### config.mk
export PLATFORM = sky130hd
export DESIGN_NAME = udp_tx_scheduler
export DESIGN_NICKNAME = d
export VERILOG_FILES = /design/src/rtl/udp_pkg.sv /design/src/rtl/rr_arbiter.sv /design/src/rtl/udp_tx_scheduler.sv
export SDC_FILE = /design/constraint.sdc
export NUM_CORES = 1
export LEC_CHECK = 0
export ABC_CLOCK_PERIOD_IN_PS = 3100
export CORE_AREA = 2 2 91 127
export DETAILED_ROUTE_END_ITERATION = 7
export DIE_AREA = 0 0 93 129
export DONT_BUFFER_PORTS = 1
export PLACE_DENSITY_LB_ADDON = 0.05
export SLEW_MARGIN = 20
export SYNTH_ARGS = -nofsm -noshare
export SYNTH_HDL_FRONTEND = slang
export SYNTH_HIERARCHICAL = 1
export SYNTH_SLANG_ARGS = --single-unit
### constraint.sdc
create_clock -name clk -period 3.1 [get_ports clk]
set_clock_uncertainty 0.2 [all_clocks]
set_input_delay 0.62 -clock clk [delete_from_list [all_inputs] [get_ports clk]]
set_output_delay 0.62 -clock clk [all_outputs]
set_load 0.02 [all_outputs]
### src/rtl/udp_pkg.sv
// Shared UDP framing types, widths and the header byte generator.
// Latency: n/a (package, combinational helper only).
// Backpressure: n/a.
package udp_pkg;

    localparam int UDP_HDR_LEN = 8;
    localparam int PORT_W      = 16;
    localparam int LEN_W       = 11;
    localparam int UDP_LEN_W   = 16;

    typedef enum logic [2:0] {
        IDLE,
        ARB,
        HDR,
        PAY,
        GAP
    } state_e;

    // Per-frame context captured at arbitration and frozen for the whole frame.
    typedef struct packed {
        logic [PORT_W-1:0] dst_port;
        logic [LEN_W-1:0]  len;
    } frame_t;

    // Header byte idx of a UDP header; checksum bytes (6,7) are zero (disabled).
    function automatic logic [7:0] udp_hdr_byte(
        input logic [2:0]        idx,
        input logic [PORT_W-1:0] src_port,
        input logic [PORT_W-1:0] dst_port,
        input logic [LEN_W-1:0]  len
    );
        logic [UDP_LEN_W-1:0] ulen;
        ulen = UDP_LEN_W'(len) + UDP_LEN_W'(UDP_HDR_LEN);
        case (idx)
            3'd0:    udp_hdr_byte = src_port[15:8];
            3'd1:    udp_hdr_byte = src_port[7:0];
            3'd2:    udp_hdr_byte = dst_port[15:8];
            3'd3:    udp_hdr_byte = dst_port[7:0];
            3'd4:    udp_hdr_byte = ulen[15:8];
            3'd5:    udp_hdr_byte = ulen[7:0];
            default: udp_hdr_byte = 8'h00;
        endcase
    endfunction

endpackage

### src/rtl/rr_arbiter.sv
// Round-robin pick: first set request at or after ptr, wrapping; one-hot grant plus index.
// Latency: purely combinational.
// Backpressure: none; caller decides when to consume the grant and advance ptr.
module rr_arbiter #(
    parameter int N  = 2,
    parameter int IW = (N > 1) ? $clog2(N) : 1
) (
    input  logic [N-1:0]  req,
    input  logic [IW-1:0] ptr,
    output logic [N-1:0]  gnt,
    output logic [IW-1:0] idx,
    output logic          any
);

    // Scan from ptr upward modulo N; the first hit wins.
    always_comb begin
        gnt = '0;
        idx = '0;
        any = 1'b0;
        for (int i = 0; i < N; i++) begin
            if (!any && req[(int'(ptr) + i) % N]) begin
                any                       = 1'b1;
                gnt[(int'(ptr) + i) % N]  = 1'b1;
                idx                       = IW'((int'(ptr) + i) % N);
            end
        end
    end

endmodule

### src/rtl/udp_tx_scheduler.sv
// Round-robin shares one UDP byte stream among NUM_REQ sources: 8-byte header, payload, gap.
// Latency: first header byte valid 3 cycles after req seen in IDLE; payload bytes pass in 1 cycle.
// Backpressure: one-byte output register holds on udp_ready=0; pl_ready only while udp_ready=1.
module udp_tx_scheduler #(
    parameter int unsigned NUM_REQ     = 2,
    parameter int unsigned SRC_PORT    = 5000,
    parameter int unsigned MAX_PAYLOAD = 1472,
    parameter int unsigned GAP_CYCLES  = 12
) (
    input  logic                  clk,
    input  logic                  rst,
    input  logic [NUM_REQ-1:0]    req,
    input  logic [16*NUM_REQ-1:0] req_dst_port,
    input  logic [11*NUM_REQ-1:0] req_len,
    input  logic [8*NUM_REQ-1:0]  pl_data,
    input  logic [NUM_REQ-1:0]    pl_valid,
    output logic [NUM_REQ-1:0]    pl_ready,
    output logic [NUM_REQ-1:0]    grant,
    output logic [7:0]            udp_data,
    output logic                  udp_valid,
    output logic                  udp_last,
    input  logic                  udp_ready,
    output logic                  busy
);
    import udp_pkg::*;

    localparam int IW = (NUM_REQ > 1) ? $clog2(NUM_REQ) : 1;
    localparam int GW = $clog2(GAP_CYCLES + 1);
    localparam logic [PORT_W-1:0] SRC     = PORT_W'(SRC_PORT);
    localparam logic [LEN_W-1:0]  MAX_LEN = LEN_W'(MAX_PAYLOAD);

    state_e              state_q, state_d;
    logic [IW-1:0]       ptr_q, g_q;
    logic [NUM_REQ-1:0]  grant_q;
    frame_t              ctx_q;
    logic [LEN_W-1:0]    cnt_q;
    logic [GW-1:0]       gap_q;

    logic [NUM_REQ-1:0]  arb_gnt;
    logic [IW-1:0]       arb_idx;
    logic                arb_any;
    logic [PORT_W-1:0]   arb_dst;
    logic [LEN_W-1:0]    arb_len_raw, arb_len;

    logic                xfer, out_free, hdr_ld, hdr_end, pay_rdy, take, last_done, gap_end;
    logic [7:0]          pay_byte;

    rr_arbiter #(.N(NUM_REQ), .IW(IW)) u_arb (
        .req (req),
        .ptr (ptr_q),
        .gnt (arb_gnt),
        .idx (arb_idx),
        .any (arb_any)
    );

    assign arb_dst     = req_dst_port[PORT_W*int'(arb_idx) +: PORT_W];
    assign arb_len_raw = req_len[LEN_W*int'(arb_idx) +: LEN_W];
    assign arb_len     = (arb_len_raw > MAX_LEN) ? MAX_LEN : arb_len_raw;

    assign xfer      = udp_valid & udp_ready;
    assign out_free  = ~udp_valid | udp_ready;
    // Header bytes load whenever the output register has room, so they never bubble.
    assign hdr_ld    = (state_q == HDR) && out_free && (cnt_q < LEN_W'(UDP_HDR_LEN));
    assign hdr_end   = hdr_ld && (cnt_q == LEN_W'(UDP_HDR_LEN - 1));
    assign pay_rdy   = (state_q == PAY) && udp_ready && (cnt_q < ctx_q.len);
    assign take      = pay_rdy & pl_valid[g_q];
    assign pay_byte  = pl_data[8*int'(g_q) +: 8];
    assign last_done = xfer & udp_last;
    assign gap_end   = (gap_q == GW'(GAP_CYCLES - 1));

    assign grant = grant_q;
    assign busy  = (state_q != IDLE);

    // Only the granted source sees ready.
    always_comb begin
        pl_ready       = '0;
        pl_ready[g_q]  = pay_rdy;
    end

    // State register.
    always_ff @(posedge clk or posedge rst) begin
        if (rst) begin
            state_q <= IDLE;
        end else begin
            state_q <= state_d;
        end
    end

    // Next-state: frame ends only once its last byte has left the output register.
    always_comb begin
        state_d = state_q;
        case (state_q)
            IDLE: if (|req) state_d = ARB;
            ARB:  state_d = arb_any ? HDR : IDLE;
            HDR: begin
                if (hdr_end && (ctx_q.len != '0)) state_d = PAY;
                else if (last_done)               state_d = GAP;
            end
            PAY:  if (last_done) state_d = GAP;
            GAP:  if (gap_end)   state_d = IDLE;
            default: state_d = IDLE;
        endcase
    end

    // Arbitration capture, byte and gap counters; grant drops with the last byte.
    always_ff @(posedge clk or posedge rst) begin
        if (rst) begin
            ptr_q   <= '0;
            g_q     <= '0;
            grant_q <= '0;
            ctx_q   <= '0;
            cnt_q   <= '0;
            gap_q   <= '0;
        end else begin
            case (state_q)
                ARB: begin
                    if (arb_any) begin
                        grant_q        <= arb_gnt;
                        g_q            <= arb_idx;
                        ctx_q.dst_port <= arb_dst;
                        ctx_q.len      <= arb_len;
                        ptr_q          <= (arb_idx == IW'(NUM_REQ - 1)) ? '0 : arb_idx + 1'b1;
                        cnt_q          <= '0;
                    end
                end
                HDR: begin
                    if (hdr_ld) cnt_q <= (hdr_end && (ctx_q.len != '0)) ? '0 : cnt_q + 1'b1;
                end
                PAY: begin
                    if (take) cnt_q <= cnt_q + 1'b1;
                end
                GAP: gap_q <= gap_q + 1'b1;
                default: ;
            endcase
            if (last_done) begin
                grant_q <= '0;
                gap_q   <= '0;
            end
        end
    end

    // One-byte output register: holds while stalled, empties when nothing new is loaded.
    always_ff @(posedge clk or posedge rst) begin
        if (rst) begin
            udp_data  <= '0;
            udp_valid <= 1'b0;
            udp_last  <= 1'b0;
        end else if (last_done) begin
            udp_valid <= 1'b0;
            udp_last  <= 1'b0;
        end else if (hdr_ld) begin
            udp_data  <= udp_hdr_byte(cnt_q[2:0], SRC, ctx_q.dst_port, ctx_q.len);
            udp_valid <= 1'b1;
            udp_last  <= hdr_end && (ctx_q.len == '0);
        end else if (take) begin
            udp_data  <= pay_byte;
            udp_valid <= 1'b1;
            udp_last  <= (cnt_q == ctx_q.len - LEN_W'(1));
        end else if (xfer) begin
            udp_valid <= 1'b0;
            udp_last  <= 1'b0;
        end
    end

endmodule

# Yosys cells after proc, flatten, opt, wreduce, memory -nomap -nowiden
# Index checks and enable logic that the tools add are counted.
[word_totals] regBits=59 latchBits=0 mem_bits_rw=0 rom_bits=0 in_bits=77 output_inout_bits=15 word_cells=132 memories=0
[op_classes] n_addsub=6 mul=1 div_mod_pow=0 order_cmp=9 eq_ne=17 shift=3 muxes=47 bitwise=9 n_reduce_logical=29
[op_table] operator="two-way mux 11 bit" count=5
[op_table] operator="one-hot mux 8 bit (6 select lines)" count=1
[op_table] operator="one-hot mux 11 bit (3 select lines)" count=1
[op_table] operator="variable part select 32 x 6 -> 16 bit" count=1
[op_table] operator="two-way mux 1 bit" count=22
[op_table] operator="variable part select 22 x 6 -> 11 bit" count=1
[op_table] operator="two-way mux 8 bit" count=2
[op_table] operator="variable part select 16 x 5 -> 8 bit" count=1
[op_table] operator="one-hot mux 3 bit (5 select lines)" count=1
[op_table] operator="adder 11 x 4 -> 12 bit (second input constant)" count=1
[op_table] operator="equality test 3 x 2 -> 1 bit (second input constant)" count=4
[op_table] operator="two-way mux 2 bit" count=6
[op_table] operator="two-way mux 3 bit" count=4
[op_table] operator="adder 11 x 1 -> 11 bit (second input constant)" count=1
[op_table] operator="equality test 11 bit" count=1
[op_table] operator="equality test 11 x 3 -> 1 bit (second input constant)" count=1
[op_table] operator="> comparator 11 bit (second input constant)" count=1
[op_table] operator="logical AND 1 bit" count=11
[op_table] operator="zero test 11 bit" count=1
[op_table] operator="< comparator 11 bit" count=1
[op_table] operator="< comparator 11 x 4 -> 1 bit (second input constant)" count=1
[op_table] operator="nonzero test 11 bit" count=1
[op_table] operator="subtractor 11 x 1 -> 11 bit (second input constant)" count=1
[op_table] operator="!= test 2 bit (second input constant)" count=5
[op_table] operator="other kinds (26)" count=46

# Longest topological paths before layout
# Gate-level depths: netlist of run 1.
[depth] ltp_word=11 depth_mapped=10 depth_no_buf=8

# By module
# Netlist of run 1, hierarchy kept.
[modules_own_cells] module="udp_tx_scheduler" n_inst=1 cells_each=438 area_each_um2=3995.1 seq_area_each_um2=1476.4
[modules_own_cells] module="rr_arbiter" n_inst=1 cells_each=5 area_each_um2=32.5 seq_area_each_um2=0.0

# Worst setup path after synthesis of run 1
# Ideal clock, no wire load.
[synth_path] path_kind="register -> output" startpoint="reg ctx_q[6] (netlist bit)" endpoint="out pl_ready[0]" arrival_time_ns=2.074 required_time_ns=2.280 slack_ns=0.206 stages_incl_launch_ff=8 n_path_buf=1 cell_sequence="dfrtp_1 > clkbuf_1 > inv_1 > ha_1 > a21oi_1 > o21ai_0 > a2111oi_4 > nor2b_1"
[synth_between] elab_chain_cells=3
[synth_rtl] item="start, declared" line_no="udp_tx_scheduler.sv:35" text="frame_t ctx_q;"
[synth_rtl] item="< comparator 11 bit" line_no="udp_tx_scheduler.sv:65" text="assign pay_rdy = (state_q == PAY) && udp_ready && (cnt_q < ctx_q.len);"
[synth_rtl] item="logical AND 1 bit" line_no="udp_tx_scheduler.sv:65"
[synth_rtl] item="bitwise AND 2 bit (no source line)"
[synth_rtl] item="end, declared" line_no="udp_tx_scheduler.sv:17" text="output logic [NUM_REQ-1:0] pl_ready,"
# No other way between the ends.

# Final worst setup path of run 1
[layout_path] startpoint="reg ctx_q[4] (netlist bit)" endpoint="out pl_ready[0]"
# Same word-level chain as after synthesis.

==> results.txt, run 1 <==
----------------------------------------------------
[Synthesis]
  Most frequent cell after synthesis ... sky130_fd_sc_hd__dfrtp_1
  Post-synth EDFFs ... 0
  Flip-flop cell with the highest count after synthesis ... sky130_fd_sc_hd__dfrtp_1
  Average cell area after synthesis ... 9.092 µm²
  Net count of the mapped netlist ... 541
  Synth top cells by count ... sky130_fd_sc_hd__dfrtp_1, sky130_fd_sc_hd__nand2_1, sky130_fd_sc_hd__mux2i_1
  Async S/R FF share, synth ... 100.0%
  Number of distinct library cell variants in the gate-level netlist after synthesis ... 57
  Leading area contributor after synthesis ... sky130_fd_sc_hd__dfrtp_1
  Post-synth top area share ... 36.66%
  Sequential-to-total area share from yosys stat ... 36.66%
  Post-Syn Instances ... 443
  Synth warn ... 6
  Largest cells by area after synthesis ... sky130_fd_sc_hd__dfrtp_1, sky130_fd_sc_hd__mux2i_1, sky130_fd_sc_hd__ha_1
  Total standard cell area after synthesis ... 4028 µm²
  Number of register bits inferred by synthesis ... 59

[Floorplan]
  Placeable core region ... 10810 µm²
  Die Area ... 12000 µm²
  Total I/O pin count ... 92
  Rows ... 45
  Die width ... 93 µm
  Height of the die ... 129 µm
  Initial core utilization ... 37.26%

[Route]
  Via count of the routed design ... 3344
  # DRC ... 0
  Mean routed wirelength per cell ... 19.31 µm
  DRC violation total after the first TritonRoute iteration ... 169
  Number of iterations in the first detailed-routing pass ... 4
  DRT Wirelength ... 11570 µm
  Via-to-Cell Ratio ... 5.583
  Number of nets with antenna violations after detailed routing ... 0

[CTS]
  Clock Sinks ... 59
  CTS HTree Levels ... 3
  CTS tree ... built
  Maximum clock insertion buffer count ... 2
  Clk Tree Root Cell ... sky130_fd_sc_hd__clkbuf_16
  Insertion delay to the later sink of the worst-skew pair ... 0.33 ns
  CTS clock-pin slew for the worst setup and hold paths ... 0.06 ns
  Total CTS buffers ... 9

[Power and ir drop]
  Cell internal power dissipation ... 2.542 mW
  Power density over the cells ... 934.6 nW/µm²
  Power share of the combinational group ... 43.3%
  Peak VDD IR ... 0.3930 mV
  Power dissipated by switching net loads ... 1.779 mW
  Sw Share ... 41.17%
  Leakage component of the power ... 1.998 nW
  Sequential Power Share ... 32.5%
  Clock network power share ... 24.2%

[Setup path]
  Sort of element at the start of the critical path ... register
  Crit. End Element ... output pin
  Category of the most critical setup path ... register to output pin
  Arrival time at the worst endpoint ... 2.11 ns
  CP required ... 2.28 ns
  Maximum fanout along the worst path ... 5

[Place]
  GPL Wtd Cong ... 0.8554
  HPWL Detailed ... 9045 µm
  Instance area after placement ... 4299 µm²
  Number of port buffers ... 0

[Timing]
  Final Setup Violations ... 0
  Unrepaired setup endpoints after global routing ... no
  Final critical delay including setup and external delays ... 2.933 ns
  Slew headroom ... 53.61%
  Number of max-slew violations in the final report ... 0
  Final total negative setup slack ... 0 ns
  Final number of hold-violating endpoints ... 0
  Portion of the clock cycle consumed by the worst path in the final layout ... 94.61%
  Final-layout worst hold slack ... 0.07272 ns
  Slew at the pin with the worst max-slew slack ... 0.6949 ns
  Maximum clock rate ... 341.0 MHz

[Finish]
  Synthesis-to-layout area growth ... 14.79%
  Number of antenna diodes ... 0
  Final layout net count ... 551
  Final core utilization ... 42.77%
  Cell area after layout ... 4623 µm²
  Layout cell share with drive strength beyond 1 ... 14.41%

[Global routing]
  Largest net degree at the start of global routing ... 36
  Number of global-route vias before repair ... 3539
  Number of antenna violations at the first check in global routing ... 0
  First-pass GRT wire length ... 19130 µm
  Overall track demand over capacity in global routing ... 21.08%
  Grt total ovfl ... 0

[Run]
  Number of max-capacitance violations reported ... 0

[Hold path]
  Hold/Removal Path Class ... input pin to asynchronous set/reset pin

[Status]
  Status ... finished clean

----------------------------------------------------
==> placed cells by master (no fill, tap or decap), types with 5 or more instances in the layout <==
| master | n |
|---|---|
| sky130_fd_sc_hd__dfrtp_1 | 57 |
| sky130_fd_sc_hd__nand2_1 | 48 |
| sky130_fd_sc_hd__mux2i_1 | 37 |
| sky130_fd_sc_hd__o21ai_0 | 31 |
| sky130_fd_sc_hd__buf_4 | 26 |
| sky130_fd_sc_hd__nor2_1 | 22 |
| sky130_fd_sc_hd__inv_1 | 22 |
| sky130_fd_sc_hd__ha_1 | 21 |
| sky130_fd_sc_hd__a21oi_1 | 17 |
| sky130_fd_sc_hd__o22ai_1 | 15 |
| sky130_fd_sc_hd__xnor2_1 | 15 |
| sky130_fd_sc_hd__nand3_1 | 13 |
| sky130_fd_sc_hd__o31ai_1 | 10 |
| sky130_fd_sc_hd__mux2_2 | 10 |
| sky130_fd_sc_hd__clkbuf_16 | 9 |
| sky130_fd_sc_hd__and3_1 | 7 |
| sky130_fd_sc_hd__nand4_1 | 7 |
| sky130_fd_sc_hd__xor2_1 | 7 |
| sky130_fd_sc_hd__nor4_1 | 5 |
| sky130_fd_sc_hd__nor3_1 | 5 |
| sky130_fd_sc_hd__nor2b_1 | 5 |
| sky130_fd_sc_hd__a31oi_1 | 5 |
==> final cells by class <==
type / instances / area (µm²)
inverters: 24 / 90.09
flip-flops and latches: 59 / 1479
multi-input cells: 332 / 2349
clock buffers: 12 / 266.5
repair buffers: 27 / 215.2
clock inverters: 4 / 47.55
fillers: 1113 / 6187
well taps: 141 / 176.4
==> routing by layer <==
metal	routed length (µm)	GRT usage, %	part of all wire, %	up-vias
li1	-	-	-	1629
met1	4618	24.47	40	1609
met2	6084	37.98	53	87
met3	481	3.630	4.2	19
met4	380	8.997	3.3	0
met5	0	0	0	-
==> power groups by stage <==
stage                     registers [mW]  clock network, mW  logic, mW
after CTS                           1.41               1.07       1.89
final                               1.41               1.05       1.87
after detailed placement            1.42                  0       1.86
after global placement              1.42                  0       1.85
after global routing                1.46               1.09       2.12
after floorplan                     1.32                  0       1.37
==> what timing repair did <==
action	CTS	global route
buffers inserted	1	0
endpoints found under the setup margin	2	2
pin swaps	1	1
gates cloned	0	0
hold buffers	0	0
resized for setup	0	4
==> critical path, stage by stage (launching register included) <==
cell	delay (ns)
sky130_fd_sc_hd__dfrtp_2	0.41
sky130_fd_sc_hd__inv_2	0.07
sky130_fd_sc_hd__ha_1	0.30
sky130_fd_sc_hd__a21oi_1	0.14
sky130_fd_sc_hd__o21ai_1	0.12
sky130_fd_sc_hd__a2111oi_4	0.42
sky130_fd_sc_hd__nor2b_1	0.17
sky130_fd_sc_hd__buf_4	0.14
==> through the flow <==
step                total power, mW  cells  setup slack [ns]
floorplan                     2.687    443            0.2064
detailed placement            3.286    582            0.1844
global route                  4.675    599           0.01665
CTS                           4.363    599           0.06880
global placement              3.271    582            0.2550
finish                        4.321    599            0.1670
==> registers in the layout (all words and copies together), names as in the netlist <==
name and flops:
grant 2, state_q 3, udp_valid 1, ptr_q 1
g_q 1, cnt_q 11, udp_data 8, ctx_q 27
udp_last 1, gap_q 4
==> final timing paths <==
| kind | from | end | slack [ns] | cells past startpoint |
|---|---|---|---|---|
| worst max-delay path | ctx_q[4] | pl_ready[0] | 0.17 | 7 |
| min in group clk | ctx_q[19] | ctx_q[19] | 0.28 | 2 |
| worst max register to register | ctx_q[4] | udp_data[1] | 0.30 | 9 |
| worst min-delay path | rst | ctx_q[19] | 0.07 | 1 |
| worst min register to register | ctx_q[19] | ctx_q[19] | 0.28 | 2 |
| max in group asynchronous | rst | ctx_q[3] | 2.01 | 2 |
==> cells by family (layout without fill, tap and decap cells) <==
family	count (synthesis)	in the layout	share of synthesized area (%)
flops	59	59	36.66
simple gates	134	134	16.68
compound gates	108	108	18.05
fa+ha+maj	21	21	6.524
xor+xnor	22	22	4.784
buf+inv	52	67	5.312
mux	47	47	11.99
(Power assumes the default switching activity.)
==> run 2: changes to the inputs <==
ABC_AREA = 0   (was default)
CAP_MARGIN = 40   (was default)
==> results of run 2 <==
The final DEF is identical to that of run 1; final timing and power are the same.
